<file path="src/rtl/page_xfer_if.sv">
// page_xfer_if: control handshake, page-buffer port and flash stream signals of page_xfer_engine.
// The engine connects through the master modport; the buffer/flash/host side uses slave.
interface page_xfer_if #(
   parameter int DATA_W = 8
);
   logic              start;
   logic              dir;
   logic              busy;
   logic              done;
   logic              err;
   logic              cntrl_sel;
   logic              cntrl_re;
   logic              cntrl_we;
   logic [DATA_W-1:0] cntrl_in;
   logic [DATA_W-1:0] cntrl_out;
   logic              buf_cntrl_status;
   logic [DATA_W-1:0] tx_data;
   logic              tx_valid;
   logic              tx_ready;
   logic [DATA_W-1:0] rx_data;
   logic              rx_valid;

   modport master (
      input  start, dir, cntrl_out, buf_cntrl_status, tx_ready, rx_data, rx_valid,
      output busy, done, err, cntrl_sel, cntrl_re, cntrl_we, cntrl_in, tx_data, tx_valid
   );

   modport slave (
      output start, dir, cntrl_out, buf_cntrl_status, tx_ready, rx_data, rx_valid,
      input  busy, done, err, cntrl_sel, cntrl_re, cntrl_we, cntrl_in, tx_data, tx_valid
   );
endinterface

</file>
<file path="src/rtl/page_xfer_engine.sv">
// page_xfer_engine: moves one page between the page buffer and the flash tx/rx streams.
// Optional stall watchdog is compiled in when the macro PXE_TIMEOUT_EN is defined.
module page_xfer_engine #(
   parameter int BUF_DEPTH = 2048,
   parameter int DATA_W    = 8,
   parameter int TIMEOUT   = 1024
) (
   input  logic        clk,
   input  logic        rst,
   page_xfer_if.master xfer_io
);

   localparam int            CW      = $clog2(BUF_DEPTH) + 1;
   localparam logic [CW-1:0] DEPTH_C = CW'(BUF_DEPTH);
   localparam logic [CW-1:0] LAST_C  = CW'(BUF_DEPTH - 1);
   localparam logic [CW-1:0] ONE_C   = CW'(1);

   typedef enum logic [1:0] {
      IDLE = 2'd0,
      PROG = 2'd1,
      LOAD = 2'd2,
      DONE = 2'd3
   } state_e;

   state_e            state_q, state_d;
   logic [CW-1:0]     rdCnt_q, rdCnt_d;
   logic [CW-1:0]     txCnt_q, txCnt_d;
   logic [CW-1:0]     wrCnt_q, wrCnt_d;
   logic              rdPend_q, rdPend_d;
   logic [DATA_W-1:0] fifoMem_q [2];
   logic [DATA_W-1:0] fifoMem_d [2];
   logic              fifoWrPtr_q, fifoWrPtr_d;
   logic              fifoRdPtr_q, fifoRdPtr_d;
   logic [1:0]        fifoCnt_q, fifoCnt_d;
   logic              we_q, we_d;
   logic [DATA_W-1:0] wdata_q, wdata_d;
   logic              err_q, err_d;
   logic              statusSeen_q, statusSeen_d;

   logic              startAcc;
   logic              txValid;
   logic              txPop;
   logic              reqRe;
   logic              rxAcc;
   logic              rxBad;
   logic              lastTx;
   logic              statusWindow;
   logic              statusOk;
   logic              moved;
   logic              timeout;
   logic [2:0]        slotsUsed;

   // Read slots already claimed: entries held plus a read whose data lands this cycle, minus the entry leaving now
   assign startAcc     = (state_q == IDLE) && xfer_io.start;
   assign txValid      = (state_q == PROG) && (fifoCnt_q != 2'd0);
   assign txPop        = txValid && xfer_io.tx_ready;
   assign slotsUsed    = 3'(fifoCnt_q) + 3'(rdPend_q) - 3'(txPop);
   assign reqRe        = (state_q == PROG) && (rdCnt_q != DEPTH_C) && (slotsUsed < 3'd2);
   assign rxAcc        = (state_q == LOAD) && xfer_io.rx_valid && (wrCnt_q != DEPTH_C);
   assign rxBad        = xfer_io.rx_valid && !rxAcc;
   assign lastTx       = txPop && (txCnt_q == LAST_C);
   assign statusWindow = (state_q == PROG) && ((rdCnt_q == DEPTH_C) || (reqRe && (rdCnt_q == LAST_C)));
   assign statusOk     = statusSeen_q || (statusWindow && xfer_io.buf_cntrl_status);
   assign moved        = txPop || rxAcc;

`ifdef PXE_TIMEOUT_EN
   localparam int SW = $clog2(TIMEOUT + 1);

   logic [SW-1:0] stall_q, stall_d;

   assign timeout = ((state_q == PROG) || (state_q == LOAD)) && !moved
                    && (stall_q == SW'(TIMEOUT - 1));

   // Watchdog counts consecutive cycles in a transfer state without a byte moving
   always_comb begin
      stall_d = stall_q + SW'(1);
      if (((state_q != PROG) && (state_q != LOAD)) || moved) begin
         stall_d = '0;
      end
   end

   always_ff @(posedge clk) begin
      if (rst) begin
         stall_q <= '0;
      end else begin
         stall_q <= stall_d;
      end
   end
`else
   assign timeout = 1'b0;
`endif

   // State register
   always_ff @(posedge clk) begin
      if (rst) begin
         state_q <= IDLE;
      end else begin
         state_q <= state_d;
      end
   end

   // Next-state logic; a watchdog expiry abandons the page straight to IDLE without a done pulse
   always_comb begin
      state_d = state_q;
      unique case (state_q)
         IDLE: begin
            if (xfer_io.start) begin
               state_d = xfer_io.dir ? LOAD : PROG;
            end
         end
         PROG: begin
            if (lastTx) begin
               state_d = DONE;
            end
         end
         LOAD: begin
            if (wrCnt_q == DEPTH_C) begin
               state_d = DONE;
            end
         end
         DONE:    state_d = IDLE;
         default: state_d = IDLE;
      endcase
      if (timeout) begin
         state_d = IDLE;
      end
   end

   // Datapath next-state: read/tx/write counters, skid FIFO, write register, error and status tracking
   always_comb begin
      rdCnt_d      = rdCnt_q;
      txCnt_d      = txCnt_q;
      wrCnt_d      = wrCnt_q;
      rdPend_d     = reqRe;
      fifoMem_d    = fifoMem_q;
      fifoWrPtr_d  = fifoWrPtr_q;
      fifoRdPtr_d  = fifoRdPtr_q;
      fifoCnt_d    = fifoCnt_q;
      we_d         = rxAcc;
      wdata_d      = wdata_q;
      err_d        = err_q;
      statusSeen_d = statusOk;

      if (startAcc) begin
         rdCnt_d      = '0;
         txCnt_d      = '0;
         wrCnt_d      = '0;
         fifoWrPtr_d  = 1'b0;
         fifoRdPtr_d  = 1'b0;
         fifoCnt_d    = 2'd0;
         err_d        = 1'b0;
         statusSeen_d = 1'b0;
      end else begin
         if (reqRe) begin
            rdCnt_d = rdCnt_q + ONE_C;
         end
         if (rdPend_q) begin
            fifoMem_d[fifoWrPtr_q] = xfer_io.cntrl_out;
            fifoWrPtr_d            = ~fifoWrPtr_q;
         end
         if (txPop) begin
            fifoRdPtr_d = ~fifoRdPtr_q;
            txCnt_d     = txCnt_q + ONE_C;
         end
         fifoCnt_d = 2'(3'(fifoCnt_q) + 3'(rdPend_q) - 3'(txPop));
         if (rxAcc) begin
            wdata_d = xfer_io.rx_data;
            wrCnt_d = wrCnt_q + ONE_C;
         end
         if (lastTx && !statusOk) begin
            err_d = 1'b1;
         end
      end

      if (rxBad || timeout) begin
         err_d = 1'b1;
      end
   end

   always_ff @(posedge clk) begin
      if (rst) begin
         rdCnt_q      <= '0;
         txCnt_q      <= '0;
         wrCnt_q      <= '0;
         rdPend_q     <= 1'b0;
         fifoMem_q[0] <= '0;
         fifoMem_q[1] <= '0;
         fifoWrPtr_q  <= 1'b0;
         fifoRdPtr_q  <= 1'b0;
         fifoCnt_q    <= 2'd0;
         we_q         <= 1'b0;
         wdata_q      <= '0;
         err_q        <= 1'b0;
         statusSeen_q <= 1'b0;
      end else begin
         rdCnt_q      <= rdCnt_d;
         txCnt_q      <= txCnt_d;
         wrCnt_q      <= wrCnt_d;
         rdPend_q     <= rdPend_d;
         fifoMem_q    <= fifoMem_d;
         fifoWrPtr_q  <= fifoWrPtr_d;
         fifoRdPtr_q  <= fifoRdPtr_d;
         fifoCnt_q    <= fifoCnt_d;
         we_q         <= we_d;
         wdata_q      <= wdata_d;
         err_q        <= err_d;
         statusSeen_q <= statusSeen_d;
      end
   end

   // Outputs; select stays up in PROG until the final read's data has been captured
   always_comb begin
      xfer_io.busy      = (state_q != IDLE);
      xfer_io.done      = (state_q == DONE);
      xfer_io.err       = err_q;
      xfer_io.cntrl_sel = ((state_q == PROG) && ((rdCnt_q != DEPTH_C) || rdPend_q))
                          || (state_q == LOAD);
      xfer_io.cntrl_re  = reqRe;
      xfer_io.cntrl_we  = we_q;
      xfer_io.cntrl_in  = wdata_q;
      xfer_io.tx_valid  = txValid;
      xfer_io.tx_data   = txValid ? fifoMem_q[fifoRdPtr_q] : '0;
   end

endmodule
</file>
<file path="src/flat_wrapper.sv">
// flat-port wrapper written by rule: the top's interface ports become plain ports
module page_xfer_engine_flat 
#(
   parameter int BUF_DEPTH = 2048,
   parameter int DATA_W    = 8,
   parameter int TIMEOUT   = 1024
)
  (clk, rst, xfer_io_start, xfer_io_dir, xfer_io_cntrl_out, xfer_io_buf_cntrl_status, xfer_io_tx_ready, xfer_io_rx_data, xfer_io_rx_valid, xfer_io_busy, xfer_io_done, xfer_io_err, xfer_io_cntrl_sel, xfer_io_cntrl_re, xfer_io_cntrl_we, xfer_io_cntrl_in, xfer_io_tx_data, xfer_io_tx_valid);
  page_xfer_if #(.DATA_W(DATA_W)) xfer_io_i ();
  input  logic clk;
  input  logic rst;
  input wire logic [$bits(xfer_io_i.start)-1:0] xfer_io_start;
  input wire logic [$bits(xfer_io_i.dir)-1:0] xfer_io_dir;
  input wire logic [$bits(xfer_io_i.cntrl_out)-1:0] xfer_io_cntrl_out;
  input wire logic [$bits(xfer_io_i.buf_cntrl_status)-1:0] xfer_io_buf_cntrl_status;
  input wire logic [$bits(xfer_io_i.tx_ready)-1:0] xfer_io_tx_ready;
  input wire logic [$bits(xfer_io_i.rx_data)-1:0] xfer_io_rx_data;
  input wire logic [$bits(xfer_io_i.rx_valid)-1:0] xfer_io_rx_valid;
  output wire logic [$bits(xfer_io_i.busy)-1:0] xfer_io_busy;
  output wire logic [$bits(xfer_io_i.done)-1:0] xfer_io_done;
  output wire logic [$bits(xfer_io_i.err)-1:0] xfer_io_err;
  output wire logic [$bits(xfer_io_i.cntrl_sel)-1:0] xfer_io_cntrl_sel;
  output wire logic [$bits(xfer_io_i.cntrl_re)-1:0] xfer_io_cntrl_re;
  output wire logic [$bits(xfer_io_i.cntrl_we)-1:0] xfer_io_cntrl_we;
  output wire logic [$bits(xfer_io_i.cntrl_in)-1:0] xfer_io_cntrl_in;
  output wire logic [$bits(xfer_io_i.tx_data)-1:0] xfer_io_tx_data;
  output wire logic [$bits(xfer_io_i.tx_valid)-1:0] xfer_io_tx_valid;
  assign xfer_io_i.start = xfer_io_start;
  assign xfer_io_i.dir = xfer_io_dir;
  assign xfer_io_i.cntrl_out = xfer_io_cntrl_out;
  assign xfer_io_i.buf_cntrl_status = xfer_io_buf_cntrl_status;
  assign xfer_io_i.tx_ready = xfer_io_tx_ready;
  assign xfer_io_i.rx_data = xfer_io_rx_data;
  assign xfer_io_i.rx_valid = xfer_io_rx_valid;
  assign xfer_io_busy = xfer_io_i.busy;
  assign xfer_io_done = xfer_io_i.done;
  assign xfer_io_err = xfer_io_i.err;
  assign xfer_io_cntrl_sel = xfer_io_i.cntrl_sel;
  assign xfer_io_cntrl_re = xfer_io_i.cntrl_re;
  assign xfer_io_cntrl_we = xfer_io_i.cntrl_we;
  assign xfer_io_cntrl_in = xfer_io_i.cntrl_in;
  assign xfer_io_tx_data = xfer_io_i.tx_data;
  assign xfer_io_tx_valid = xfer_io_i.tx_valid;
  page_xfer_engine #(.BUF_DEPTH(BUF_DEPTH), .DATA_W(DATA_W), .TIMEOUT(TIMEOUT)) u_core (.clk(clk), .rst(rst), .xfer_io(xfer_io_i));
endmodule
</file>
<file path="config.mk">
export PLATFORM = sky130hd
export DESIGN_NAME = page_xfer_engine_flat
export DESIGN_NICKNAME = d
export VERILOG_FILES = /design/src/rtl/page_xfer_if.sv /design/src/rtl/page_xfer_engine.sv /design/src/flat_wrapper.sv
export SDC_FILE = /design/constraint.sdc
export NUM_CORES = 1
export LEC_CHECK = 0
export CORE_ASPECT_RATIO = 0.5
export CORE_MARGIN = 3
export CORE_UTILIZATION = 49
export DETAILED_ROUTE_END_ITERATION = 7
export PLACE_DENSITY = 0.78
export SYNTH_ARGS = -nofsm -noshare
export SYNTH_HDL_FRONTEND = slang
export SYNTH_SLANG_ARGS = --single-unit
</file>
<file path="constraint.sdc">
create_clock -name clk -period 3.2 [get_ports clk]
set_input_delay 0.64 -clock clk [delete_from_list [all_inputs] [get_ports clk]]
set_output_delay 0.64 -clock clk [all_outputs]
set_load 0.05 [all_outputs]
</file>
### Yosys cells after proc, flatten, opt, wreduce, memory -nomap -nowiden

Cells that the tools add are included.
W data, S select, Z words.

| cells by class | value |
|---|---|
| order comparisons | 4 |
| reductions and logical operators | 29 |
| bitwise logic cells | 5 |
| add/sub/neg operators | 5 |
| eq/ne operators | 12 |
| muxes and demuxes | 15 |

Operators by type and width:

| operator | count |
|---|---|
| $mux W8 | 5 |
| $add A12 B1 Y12 const B | 3 |
| $eq A12 B11 Y1 const B | 2 |
| $eq A12 B12 Y1 const B | 2 |
| $ne A12 B12 Y1 const B | 2 |
| $bwmux W16 | 1 |
| $logic_and A1 B1 Y1 | 15 |
| $demux W8 S1 | 1 |
| $mux W2 | 4 |
| $pmux W2 S4 | 1 |
| $eq A2 B2 Y1 const B | 2 |
| $ge A2 B2 Y1 const B | 2 |
| $logic_or A1 B1 Y1 | 4 |
| $ne A2 B2 Y1 const B | 2 |
| $not A1 Y2 | 2 |
| $reduce_and A2 Y1 | 2 |
| $reduce_bool A2 Y1 | 2 |
| $add A2 B1 Y3 | 1 |
| $lt A3 B2 Y1 const B | 1 |
| $mux W1 | 3 |
| $not A1 Y1 | 3 |
| $reduce_and A3 Y1 | 1 |
| $reduce_bool A3 Y1 | 1 |
| $sub A3 B1 Y3 | 1 |
| 6 further kinds | 7 |

| storage, ports and cells | value |
|---|---|
| flip-flop bits (word level) | 70 |
| output and inout port bits | 23 |
| input bits | 23 |
| logic and storage cells | 84 |

### Logic depth before layout (Yosys ltp)

| depth | value |
|---|---|
| word-level depth | 16 |
| depth in mapped cells | 12 |
| depth with buffers taken out | 12 |

### Least setup slack after synthesis

OpenSTA, ideal clock, no wires.

| timing path | value |
|---|---|
| path type | register to output |
| start | register u_core.state_q[1] |
| end | output xfer_io_cntrl_re |
| arrival | 3.200 ns |
| data required time | 2.560 ns |
| setup slack | -0.640 ns |
| buffers on the path | 0 |
| stages on the path, launching flop included | 12 |
| cells stage by stage | dfxtp_1 -> inv_1 -> ha_1 -> o211ai_2 -> clkinv_1 -> ha_1 -> inv_1 -> ha_1 -> fa_1 -> nand2b_1 -> or2_2 -> nor2_1 |

| between the ends | value |
|---|---|
| cells in the longest elaborated chain, start to end | 6 |
| elaborated cells on any way between the ends | 7 |

RTL lines:

| element | line | source |
|---|---|---|
| start, declared | page_xfer_engine.sv:25 | `state_e state_q, state_d;` |
| start signal, assigned | page_xfer_engine.sv:98 | `state_q <= state_d;` |
| $eq A2 B1 Y1 | page_xfer_engine.sv:55 | `assign txValid = (state_q == PROG) && (fifoCnt_q != 2'd0);` |
| $logic_and A1 B1 Y1 | page_xfer_engine.sv:55 |  |
| $logic_and A1 B1 Y1 | page_xfer_engine.sv:56 | `assign txPop = txValid && xfer_io.tx_ready;` |
| net u_core.txPop | page_xfer_engine.sv:42 | `logic txPop;` |
| $sub A3 B1 Y3 | - |  |
| net u_core.slotsUsed[1] | page_xfer_engine.sv:51 | `logic [2:0] slotsUsed;` |
| $lt A3 B2 Y1 | page_xfer_engine.sv:58 | `assign reqRe = (state_q == PROG) && (rdCnt_q != DEPTH_C) && (slotsUsed < 3'd2);` |
| $logic_and A1 B1 Y1 | page_xfer_engine.sv:58 |  |
| end, declared | flat_wrapper.sv:23 | `output wire logic [$bits(xfer_io_i.cntrl_re)-1:0] xfer_io_cntrl_re;` |

The timed path passes the listed nets, and every way through them passes these cells.

### Worst setup path after layout

| timing path | value |
|---|---|
| start | register u_core.state_q[1] |
| end | output xfer_io_cntrl_re |

| between the ends | value |
|---|---|
| cells in the longest elaborated chain, start to end | 6 |
| elaborated cells on any way between the ends | 7 |

RTL lines:

| element | line |
|---|---|
| $eq A2 B1 Y1 | page_xfer_engine.sv:55 |
| $logic_and A1 B1 Y1 | page_xfer_engine.sv:55 |
| $logic_and A1 B1 Y1 | page_xfer_engine.sv:56 |
| net u_core.txPop | page_xfer_engine.sv:42 |
| $sub A3 B1 Y3 | - |
| $lt A3 B2 Y1 | page_xfer_engine.sv:58 |
| $logic_and A1 B1 Y1 | page_xfer_engine.sv:58 |

The timed path passes the listed nets, and every way through them passes these cells.

==> flow_summary_export.csv <==
group,metric,value,unit
synth,syn_area,3260,um^2
worst_setup_path,crit_path_start_kind,"flip-flop",
worst_setup_path,cp_max_fo,4,
synth,synth_top_flop_cell,"dfxtp_1",
layout,fin_nets,468,
route,dr_total_vias,2906,
sta,slew_headroom,42.5,%
synth,ys_ff_latch,70,
synth,synth_top_family_by_area,"simple AND/OR/NAND/NOR gates",
global_route,grt.total_usage,22.1,%
worst_setup_path,path_buf_inv,4,
clock_tree,cts_tree,"done",
pwr,ir_drop,0.329,mV
floorplanning,ios,46,
worst_setup_path,rrSetupSlack,0.11,ns
clock_tree,cts_buffers,9,
clock_tree,cts_hold_buf,0,
synth,synthAdderAreaFrac,5.22,%
synth,syn-instance-count,371,
synth,synth_nets,407,
global_route,gr-total-overflow,0,
synth,yosys-top-cells-area,"dfxtp_1 (43%), mux2i_1 (7.4%), nor2_1 (6.8%), ha_1 (4.6%), xnor2_1 (4.3%)",
placed_design,place_congestion,0.866,
synth,synth_compound_area_share,9.76,%
sta,holdWs,0.479,ns
worst_setup_path,crit_type,"flip-flop to output port",
synth,synth-simple-area-share,23.4,%
worst_setup_path,cp_top_family,"adder cells",
placed_design,place_hpwl,5600,um
synth,yosysWarningCount,0,
worst_setup_path,end_kind,"output port",
status,status,"finished, violations left",
sta,hold_violations,0,
pwr,pwr_density_cell,587,nW/um^2
placed_design,io_buffers,45,
global_route,antenna_found_initial,0,
clock_tree,cts-htree-levels,3,
synth,synthArstFlopShare,0,%
sta,tightest_slew,0.858,ns
layout,finish.utilization,68.4,%
floorplanning,initial_core_util,52.1,%
pwr,finalPower,2510,uW
synth,synth.largest_area_cell,"dfxtp_1",
synth,syn_area_per_cell,8.78,um^2
worst_setup_path,worst-endpoint-required,2.56,ns
sta,setup_viol,1,
sta,min_period_over_period,102,%
route,vias_per_cell,5.54,
floorplanning,die_h,63.7,um
flow_run,cap_violations,0,
layout,n_antenna_cell,0,
synth,synthDistinctLibCells,42,
synth,yosys-mux-area-fraction,8.07,%
clock_tree,root_buffer,"clkbuf_16",
worst_setup_path,critPathMaxStageDelay,0.38,ns
global_route,grt_max_degree,27,
route,first_pass_iters,4,
sta,slew_violations,0,
synth,synth-xor-area-share,6.99,%
worst_setup_path,worstPathArrival,2.64,ns
sta,finalCriticalPeriod,3.28,ns
hold_path,hp-class,"flip-flop to flip-flop",
status,violations,"negative setup slack",
layout,syn2layout_area_growth,31.3,%
sta,timing.final.ws_setup,-0.0797,ns
worst_setup_path,slowest_stage,"fa_2",
route,wl_per_cell,15.3,um
synth,synth-edff-count,0,
floorplanning,core,6260,um^2
route,drt.antenna.violating_nets,0,
layout,drive_above_1_share,12.1,%
floorplanning,rows,20,
synth,netlist.area_leader.share,43.0,%
sta,finalClockSkew,0.00924,ns
floorplanning,die_w,121,um
route,drcViolationCount,0,
global_route,grt_pass1_vias,2910,
synth,yosysSeqAreaShare,43.0,%
route,routed_wl,8050,um
clock_tree,clockBufferDepth,2,
worst_setup_path,crit_path_frequent_cell,"ha_4",
global_route,grt_pass1_wl,13700,um
pwr,power.leakage,0.00153,uW
clock_tree,path_clk_slew,0.05,ns
sta,fmax,0.305,GHz
clock_tree,insertion_delay,0.33,ns
route,drt-initial-drc-count,222,
worst_setup_path,crit_chain,"inv_4 > ha_4 > o211ai_2 > clkinv_2 > ha_4 > inv_2 > ha_4 > fa_2 > xnor2_4 > or2_4 > nor2_4 > buf_12",
sta,rsz0062_at_grt,"yes",
clock_tree,clock_sinks,70,
floorplanning,fp.dieArea,7720,um^2
[registers in the layout, summed over array words and instances, names as in the netlist]
register	flops
u_core.txCnt_q	12
u_core.xfer_io.cntrl_in	8
u_core.rdCnt_q	12
u_core.state_q	2
u_core.fifoWrPtr_q	1
u_core.xfer_io.err	1
u_core.fifoRdPtr_q	1
u_core.xfer_io.cntrl_we	1
u_core.wrCnt_q	12
u_core.fifoCnt_q	2
u_core.fifoMem_q	16
u_core.rdPend_q	1
u_core.statusSeen_q	1
[metal layers]
layer  part of all wire [%]  track usage, %
met2                     51            38.6
met1                     43            26.7
met5                      0               0
met4                   0.60            5.31
met3                    5.6            6.82
[synth_stat cells, types with 2 or more instances]
| cell type | count |
|---|---|
| mux2i_1 | 24 |
| and2_1 | 5 |
| a31o_2 | 2 |
| nand3_1 | 22 |
| a31oi_1 | 3 |
| and4_1 | 3 |
| xnor2_1 | 16 |
| nor4bb_1 | 2 |
| mux2_2 | 2 |
| and3_1 | 2 |
| or2_2 | 2 |
| dfxtp_1 | 70 |
| nand2b_1 | 5 |
| ha_1 | 12 |
| o21ai_0 | 18 |
| clkbuf_1 | 9 |
| a21oi_1 | 23 |
| inv_1 | 19 |
| nor3_1 | 5 |
| nor2_1 | 59 |
| or4_1 | 2 |
| nor4_1 | 8 |
| or3_1 | 9 |
| xor2_1 | 10 |
| buf_1 | 2 |
| nand4_1 | 8 |
| nand2_1 | 14 |
[cell families (layout without fill, tap and decap cells)]
group / Yosys count / after routing
AND/OR/NAND/NOR: 151 / 151
adder cells (fa/ha/maj): 13 / 13
flip-flops: 70 / 70
multiplexers: 26 / 26
buffers and inverters: 31 / 97
XOR/XNOR: 26 / 26
AO/OA/AOI/OAI: 54 / 54
[report_power, final]
group	leakage, uW	switching, uW	internal, uW
clock network	0.000142	356	585
logic	0.000825	385	244
registers	0.000565	33.2	909
[cell usage in the layout, fill, tap and decap left out, drive strengths merged, types with 2 or more instances in the layout]
master	n
nand3	22
clkdlybuf4s50	42
nor2	59
dfxtp	70
nor4bb	2
and4	3
mux2i	24
and3	2
or3	10
nor4	8
xor2	10
a31oi	3
a31o	2
nand4	8
nand2b	5
inv	19
clkbuf	13
xnor2	16
ha	12
or4	2
clkinv	3
a21oi	23
mux2	2
nor3	6
and2	5
nand2	14
o21ai	19
or2	2
buf	17
[area by class of cell]
type                    instances  area [um^2]
well taps                      88          110
clock inverters                 3         17.5
repair buffers                 61          583
flip-flops and latches         70         1400
fillers                       486         1980
multi-input cells             270         1820
clock buffers                  13          270
inverters                      20         78.8
[stage by stage]
step / std cells / setup slack, ns / cell area [um^2] / setup TNS (ns)
finish: 525 / -0.0797 / 4280 / -0.0797
global route: 525 / -0.167 / 4280 / -0.167
CTS: 525 / -0.0571 / 4260 / -0.0571
detailed placement: 506 / -0.355 / 3940 / -1.71
global placement: 506 / -0.287 / 3940 / -1.14
floorplan: 371 / 0.0410 / 3310 / 0
[final timing paths]
kind / start / end / depth (start not counted)
setup / recovery: u_core.state_q[1] / xfer_io_cntrl_re / 12
setup reg to reg: u_core.state_q[1] / u_core.xfer_io.err / 13
hold / removal: u_core.xfer_io.cntrl_in[0] / u_core.xfer_io.cntrl_in[0] / 2
hold reg to reg: u_core.xfer_io.cntrl_in[0] / u_core.xfer_io.cntrl_in[0] / 2
[worst register-to-register path: cells and delay by family (launching register included)]
| kind | cells | cell delay [ns] |
|---|---|---|
| fa+ha+maj | 4 | 1.00 |
| compound gates | 3 | 0.76 |
| simple gates | 2 | 0.53 |
| flops | 1 | 0.36 |
| buf+inv | 4 | 0.34 |
[timing repair]
item | CTS | global route
resized for setup | 7 | 3
pin swaps | 2 | 0
endpoints found under the setup margin | 2 | 2
setup buffers | 3 | 0
endpoints found under the hold margin | 0 | 0
No activity file was read; power rests on OpenSTA's default activity.
